File: src/rtl/regfile_ctrl_pkg.sv
// Shared constants and encodings for the register-file sequencer/arbiter.
// Latency: n/a (declarations only).
// Backpressure: n/a.
package regfile_ctrl_pkg;

  localparam int unsigned NREGS_DEF = 32;
  localparam int unsigned AW_DEF    = 5;
  localparam int unsigned DW_DEF    = 32;

  // r0 is hardwired to zero from the pipeline's point of view.
  localparam int unsigned ZERO_REG = 0;

  typedef enum logic {
    ST_INIT = 1'b0,
    ST_RUN  = 1'b1
  } state_t;

endpackage

File: src/rtl/regfile_ctrl_fwd.sv
// Per-read-port forwarding and hold logic for the register file.
// Latency: result one cycle after capture, held until the next capture.
// Backpressure: none; capture is driven by the pipeline advance strobe.
module regfile_fwd
  import regfile_ctrl_pkg::*;
#(
  parameter int unsigned AW = AW_DEF,
  parameter int unsigned DW = DW_DEF
) (
  input  logic          clock,
  input  logic          rst_n,
  input  logic          cap_en,
  input  logic          rd_en_d,
  input  logic [AW-1:0] rd_addr,
  input  logic          wr_gnt,
  input  logic [AW-1:0] wr_addr,
  input  logic [DW-1:0] wr_data,
  input  logic [DW-1:0] rf_q,
  output logic [DW-1:0] q
);

  logic [AW-1:0] cap_addr_q, cap_addr_d;
  logic          fwd_q, fwd_d;
  logic [DW-1:0] fwd_data_q, fwd_data_d;
  logic [DW-1:0] hold_q, hold_d;
  logic [DW-1:0] q_int;

  // Select the visible result and compute capture, forward and hold updates.
  always_comb begin
    cap_addr_d = cap_addr_q;
    fwd_d      = fwd_q;
    fwd_data_d = fwd_data_q;
    hold_d     = hold_q;

    // Fresh read cycle shows RAM data (or the forwarded write); otherwise the held copy,
    // since write-only enable pulses may clobber the RAM output register.
    q_int = rd_en_d ? (fwd_q ? fwd_data_q : rf_q) : hold_q;

    if (cap_en) begin
      cap_addr_d = rd_addr;
      // The RAM returns old data on write-during-read, so remember the new value.
      fwd_d      = wr_gnt && (wr_addr == rd_addr);
      fwd_data_d = wr_data;
    end

    if (rd_en_d) begin
      hold_d = q_int;
    end

    // A later write to the delivered address must be reflected while stalled;
    // it is newer than whatever the RAM produced, so it takes precedence.
    if (wr_gnt && (wr_addr == cap_addr_q) && (cap_addr_q != AW'(ZERO_REG))) begin
      hold_d = wr_data;
    end
  end

  assign q = q_int;

  // Per-port capture/forward/hold state.
  always_ff @(posedge clock or negedge rst_n) begin
    if (!rst_n) begin
      cap_addr_q <= '0;
      fwd_q      <= 1'b0;
      fwd_data_q <= '0;
      hold_q     <= '0;
    end else begin
      cap_addr_q <= cap_addr_d;
      fwd_q      <= fwd_d;
      fwd_data_q <= fwd_data_d;
      hold_q     <= hold_d;
    end
  end

endmodule

File: src/rtl/regfile_ctrl.sv
// Clears the 32x32 register file after reset, then arbitrates its write port and wraps its read ports.
// Latency: writes go out combinationally; reads return one cycle after capture, held across stalls.
// Backpressure: writeback port never stalls; load unit stalls (b_ready=0) when writeback takes the port or during the clear sweep.
module regfile_ctrl
  import regfile_ctrl_pkg::*;
#(
  parameter int unsigned NREGS = NREGS_DEF,
  parameter int unsigned AW    = AW_DEF,
  parameter int unsigned DW    = DW_DEF
) (
  input  logic          clock,
  input  logic          rst_n,
  input  logic          rd_en,
  input  logic [AW-1:0] rd_addr_a,
  input  logic [AW-1:0] rd_addr_b,
  output logic [DW-1:0] qa,
  output logic [DW-1:0] qb,
  input  logic          a_wren,
  input  logic [AW-1:0] a_addr,
  input  logic [DW-1:0] a_data,
  input  logic          b_valid,
  input  logic [AW-1:0] b_addr,
  input  logic [DW-1:0] b_data,
  output logic          b_ready,
  output logic          init_busy,
  output logic          rf_enable,
  output logic [AW-1:0] rf_rdaddress_a,
  output logic [AW-1:0] rf_rdaddress_b,
  output logic          rf_wren,
  output logic [AW-1:0] rf_wraddress,
  output logic [DW-1:0] rf_data,
  input  logic [DW-1:0] rf_qa,
  input  logic [DW-1:0] rf_qb
);

  state_t        state_q, state_d;
  logic [AW-1:0] cnt_q, cnt_d;
  logic          rd_en_d_q, rd_en_d_d;

  logic          in_init;
  logic          in_run;
  logic          a_hit;
  logic          b_hit;
  logic          a_gnt;
  logic          b_gnt;
  logic          wr_gnt;
  logic [AW-1:0] wr_addr;
  logic [DW-1:0] wr_data;
  logic          rd_cap;

  assign in_init = (state_q == ST_INIT);
  assign in_run  = (state_q == ST_RUN);

  // Write-port arbitration: writeback first, r0 writes are dropped without blocking the load unit.
  always_comb begin
    a_hit   = a_wren  && (a_addr != AW'(ZERO_REG));
    b_hit   = b_valid && (b_addr != AW'(ZERO_REG));
    a_gnt   = in_run && a_hit;
    b_gnt   = in_run && !a_hit && b_hit;
    wr_gnt  = a_gnt || b_gnt;
    wr_addr = a_gnt ? a_addr : b_addr;
    wr_data = a_gnt ? a_data : b_data;
    // A load to r0 still completes its handshake; only the RAM write is suppressed.
    b_ready = in_run && !a_hit;
    // Reads are only meaningful once the file has been cleared.
    rd_cap  = in_run && rd_en;
  end

  // Drive the register-file port: the clear sweep owns the write port during INIT.
  always_comb begin
    rf_rdaddress_a = rd_addr_a;
    rf_rdaddress_b = rd_addr_b;
    rf_enable      = in_init || rd_en || wr_gnt;
    if (in_init) begin
      rf_wren      = 1'b1;
      rf_wraddress = cnt_q;
      rf_data      = '0;
    end else begin
      rf_wren      = wr_gnt;
      rf_wraddress = wr_addr;
      rf_data      = wr_data;
    end
  end

  // Sequencer next state: sweep every register once, then run.
  always_comb begin
    state_d   = state_q;
    cnt_d     = cnt_q;
    rd_en_d_d = rd_cap;
    if (in_init) begin
      if (cnt_q == AW'(NREGS - 1)) begin
        state_d = ST_RUN;
        cnt_d   = '0;
      end else begin
        cnt_d = cnt_q + AW'(1);
      end
    end
  end

  // Sequencer and read-pipeline state.
  always_ff @(posedge clock or negedge rst_n) begin
    if (!rst_n) begin
      state_q   <= ST_INIT;
      cnt_q     <= '0;
      rd_en_d_q <= 1'b0;
    end else begin
      state_q   <= state_d;
      cnt_q     <= cnt_d;
      rd_en_d_q <= rd_en_d_d;
    end
  end

  assign init_busy = in_init;

  regfile_fwd #(.AW(AW), .DW(DW)) u_fwd_a (
    .clock   (clock),
    .rst_n   (rst_n),
    .cap_en  (rd_cap),
    .rd_en_d (rd_en_d_q),
    .rd_addr (rd_addr_a),
    .wr_gnt  (wr_gnt),
    .wr_addr (wr_addr),
    .wr_data (wr_data),
    .rf_q    (rf_qa),
    .q       (qa)
  );

  regfile_fwd #(.AW(AW), .DW(DW)) u_fwd_b (
    .clock   (clock),
    .rst_n   (rst_n),
    .cap_en  (rd_cap),
    .rd_en_d (rd_en_d_q),
    .rd_addr (rd_addr_b),
    .wr_gnt  (wr_gnt),
    .wr_addr (wr_addr),
    .wr_data (wr_data),
    .rf_q    (rf_qb),
    .q       (qb)
  );

endmodule

File: config.mk
export PLATFORM = sky130hd
export DESIGN_NAME = regfile_ctrl
export DESIGN_NICKNAME = d
export VERILOG_FILES = /design/src/rtl/regfile_ctrl_pkg.sv /design/src/rtl/regfile_ctrl_fwd.sv /design/src/rtl/regfile_ctrl.sv
export SDC_FILE = /design/constraint.sdc
export NUM_CORES = 1
export LEC_CHECK = 0
export ABC_AREA = 1
export CORE_MARGIN = 2
export CORE_UTILIZATION = 27
export CTS_CLUSTER_DIAMETER = 120
export DETAILED_ROUTE_END_ITERATION = 10
export GPL_ROUTABILITY_DRIVEN = 1
export PLACE_DENSITY = 0.57
export SKIP_LAST_GASP = 1
export SYNTH_ARGS = -nofsm -noshare
export SYNTH_HDL_FRONTEND = slang
export SYNTH_HIERARCHICAL = 1
export SYNTH_SLANG_ARGS = --single-unit
File: constraint.sdc
create_clock -name clock -period 5.4 [get_ports clock]
set_clock_uncertainty 0.2 [all_clocks]
set_input_delay 1.35 -clock clock [delete_from_list [all_inputs] [get_ports clock]]
set_output_delay 1.35 -clock clock [all_outputs]
set_load 0.005 [all_outputs]
==> results.yml <==
global_route:
  grt_pass1_wl_microns: 47300
  grt_max_degree: 88
  gr-total-overflow: 0
  grt_pass1_vias: 8387
  track_usage: 0.181
  antenna_found_initial: 1
synthesis:
  ys_types: 28
  syn-num-nets: 1331
  avgSynthCellArea_sq_um: 7.55
  ys_ff_latch: 147
  yosys_warnings: 6
  synth_seq_area_share: 0.414
  synthCells: 1176
  synth.cell_area_sq_um: 8880
clocking:
  cts_tree: "built"
  cts_resized: 0
  cts.hold.buffers_added: 0
  clock_latency_ns: 0.42
  cts.htree.levels: 4
  numCtsBuffers: 17
  cts.reportedPaths.clkPinSlew_ns: 0.07
  cts_setup_buffers: 0
  clock_path_buffers: 2
  cts_root_buffer: "clkbuf_16"
  cts.sinks: 147
setup_path:
  reg2reg_to: "u_fwd_b/hold_q[29]"
  max_stage_delay_ns: 0.55
  path_max_fanout: 19
  crit_family: "buffers and inverters"
  rrSetupSlack_ns: 1.91
  rr_startpoint: "in_run"
  cp-end-kind: "output port"
  worstPathArrival_ns: 3.26
  path_cells: "clkdlybuf4s50_1, nor2_2, nand3_2, nand3_2, buf_4, nand2_1, nand2_1, nor2_1, clkdlybuf4s50_1"
  path_buf_inv: 3
  cpMaxStageDelayCell: "clkdlybuf4s50_1"
  r2r_cells: 9
  cp.required_ns: 3.85
  crit_type: "in2out"
  cp-start-kind: "input port"
drt:
  drt-wirelength-per-cell_microns: 16.6
  detail-route-antenna-nets: 0
  drcViolationCount: 0
  drt_iter0_markers: 521
  vias: 8573
  drtPass1Iterations: 4
  vias_per_cell: 4.62
  routed_wl_microns: 30800
power_and_ir_drop:
  clkPwrFrac: 0.361
  peakVddDrop_mv: 0.227
  power_frac_seq: 0.385
  switching_share: 0.305
  p_int_mw: 2.36
  p_switching_mw: 1.04
  leakagePower_nw: 5.81
  comb_power_share: 0.254
  cellPowerDensity_nw_per_um2: 276
min_path:
  worstHoldStart: "u_fwd_b/fwd_data_q[17]"
  whs_path_depth: 1
  worstHoldPathType: "reg2reg"
  worstHoldEndpoint: "u_fwd_b/fwd_data_q[17]"
layout:
  final_nets: 1554
  layout_commonest_cell: "nand2_1"
  utilization: 0.379
  regArea_sq_um: 3690
  multi_input_area_sq_um: 4040
  syn2layout_area_growth_pct: 38.4
  instances_no_fill: 1855
  layout-drive-gt1-share: 0.113
  num-fill-cells: 3351
  final_cell_mix: "387 x nand2_1, 265 x clkdlybuf4s50_1, 143 x dfrtp_1"
sta:
  tightest_slew_ns: 1.01
  finalSetupViolCount: 0
  grt_setup_unrepaired: "false"
  post-route-period-util: 0.891
  fin_setup_tns_ns: 0
  drv_slew: 0
  relSlewSlack: 0.329
  fmax_mhz: 208
  hold_viol: 0
  post-route-min-period_ns: 4.81
  setup_ws_ns: 0.590
outcome:
  outcome: "completed"
floorplanning:
  dieWidth_microns: 185
  boundaryPins: 268
  dieArea_sq_um: 34400
  rows: 66
  initial_utilization: 0.274
  core_sq_um: 32500
  die_height_microns: 185
placement:
  io_buffers: 267
  gp_congestion: 0.778
  post-place-ws_ns: 0.572
  dpl.hpwl_microns: 21600
  placedCellCount: 1822
job:
  maxCapViolCount: 0
[routing by layer]
| metal | global-route usage | vias to the layer above | routed length [microns] |
|---|---|---|---|
| li1 | - | 4191 | - |
| met1 | 0.234 | 4135 | 13800 |
| met2 | 0.315 | 222 | 15100 |
| met3 | 0.0287 | 25 | 1380 |
| met4 | 0.0451 | 0 | 475 |
| met5 | 0 | - | 0 |
[logic make-up after synthesis]
group / synth area share
xor gates and xnor gates: 0.00197
muxes: 0.0812
DFF: 0.414
adders and majority gates: 0.00282
buffers and inverters: 0.130
AOI/OAI and AO/OA: 0.0590
and+or+nand+nor: 0.310
[worst max-delay path by stage]
stage | to | from | depth (start not counted) | slack, ns
2_1_floorplan | rf_data[10] | a_addr[0] | 7 | 1.77
5_1_grt | rf_data[11] | a_addr[0] | 8 | 0.41
3_3_place_gp | rf_data[12] | a_addr[0] | 8 | 0.61
3_5_place_dp | rf_data[12] | a_addr[2] | 9 | 0.57
4_1_cts | rf_data[12] | a_addr[2] | 9 | 0.57
6_report | rf_data[12] | a_addr[2] | 9 | 0.59
[area by class of cell]
| cell class | count | area share |
|---|---|---|
| clock buffers | 18 | 0.0357 |
| clock inverters | 14 | 0.0132 |
| well taps | 442 | 0.0450 |
| diodes | 1 | 0.000204 |
| multi-input cells | 804 | 0.329 |
| inverters | 138 | 0.0422 |
| flip-flops and latches | 147 | 0.300 |
| repair buffers | 291 | 0.235 |
[flip-flops by register name, indices dropped and copies added, names as in the netlist, 5 cells and up]
name / count
u_fwd_b/cap_addr_q: 5
u_fwd_a/hold_q: 32
cnt_q: 5
u_fwd_a/cap_addr_q: 5
u_fwd_b/fwd_data_q: 32
u_fwd_a/fwd_data_q: 32
u_fwd_b/hold_q: 32
[stage by stage]
stage	power [mW]	hold slack, ns	instance area [sq um]
global placement	2.18	0.290	11700
CTS	3.44	0.310	12300
global route	3.59	0.328	12300
detailed placement	2.20	0.296	11700
floorplan	1.76	0.277	8880
finish	3.39	0.308	12300
[Yosys cell counts (all sizes together)]
cell      n  share of area
buf      77          0.068
nand4    39          0.029
mux2     64          0.081
a31oi    64          0.045
nor2    121          0.056
and2      5         0.0035
nand2   399           0.17
nor3      7         0.0039
nand3    76          0.044
inv     138          0.058
nand3b    1        0.00085
o21ai    17         0.0096
ha        2         0.0028
xnor2     2         0.0020
a21oi     7         0.0044
clkbuf   10         0.0042
dfrtp   147           0.41
[power by group through the flow]
stage,sequential (mW),combinational (mW),clock (mW)
final,1.31,0.863,1.23
after global routing,1.32,0.957,1.31
after CTS,1.31,0.876,1.26
after detailed placement,1.33,0.871,0
after global placement,1.32,0.861,0
after floorplan,1.31,0.446,0
No activity file was read; power rests on OpenSTA's default activity.
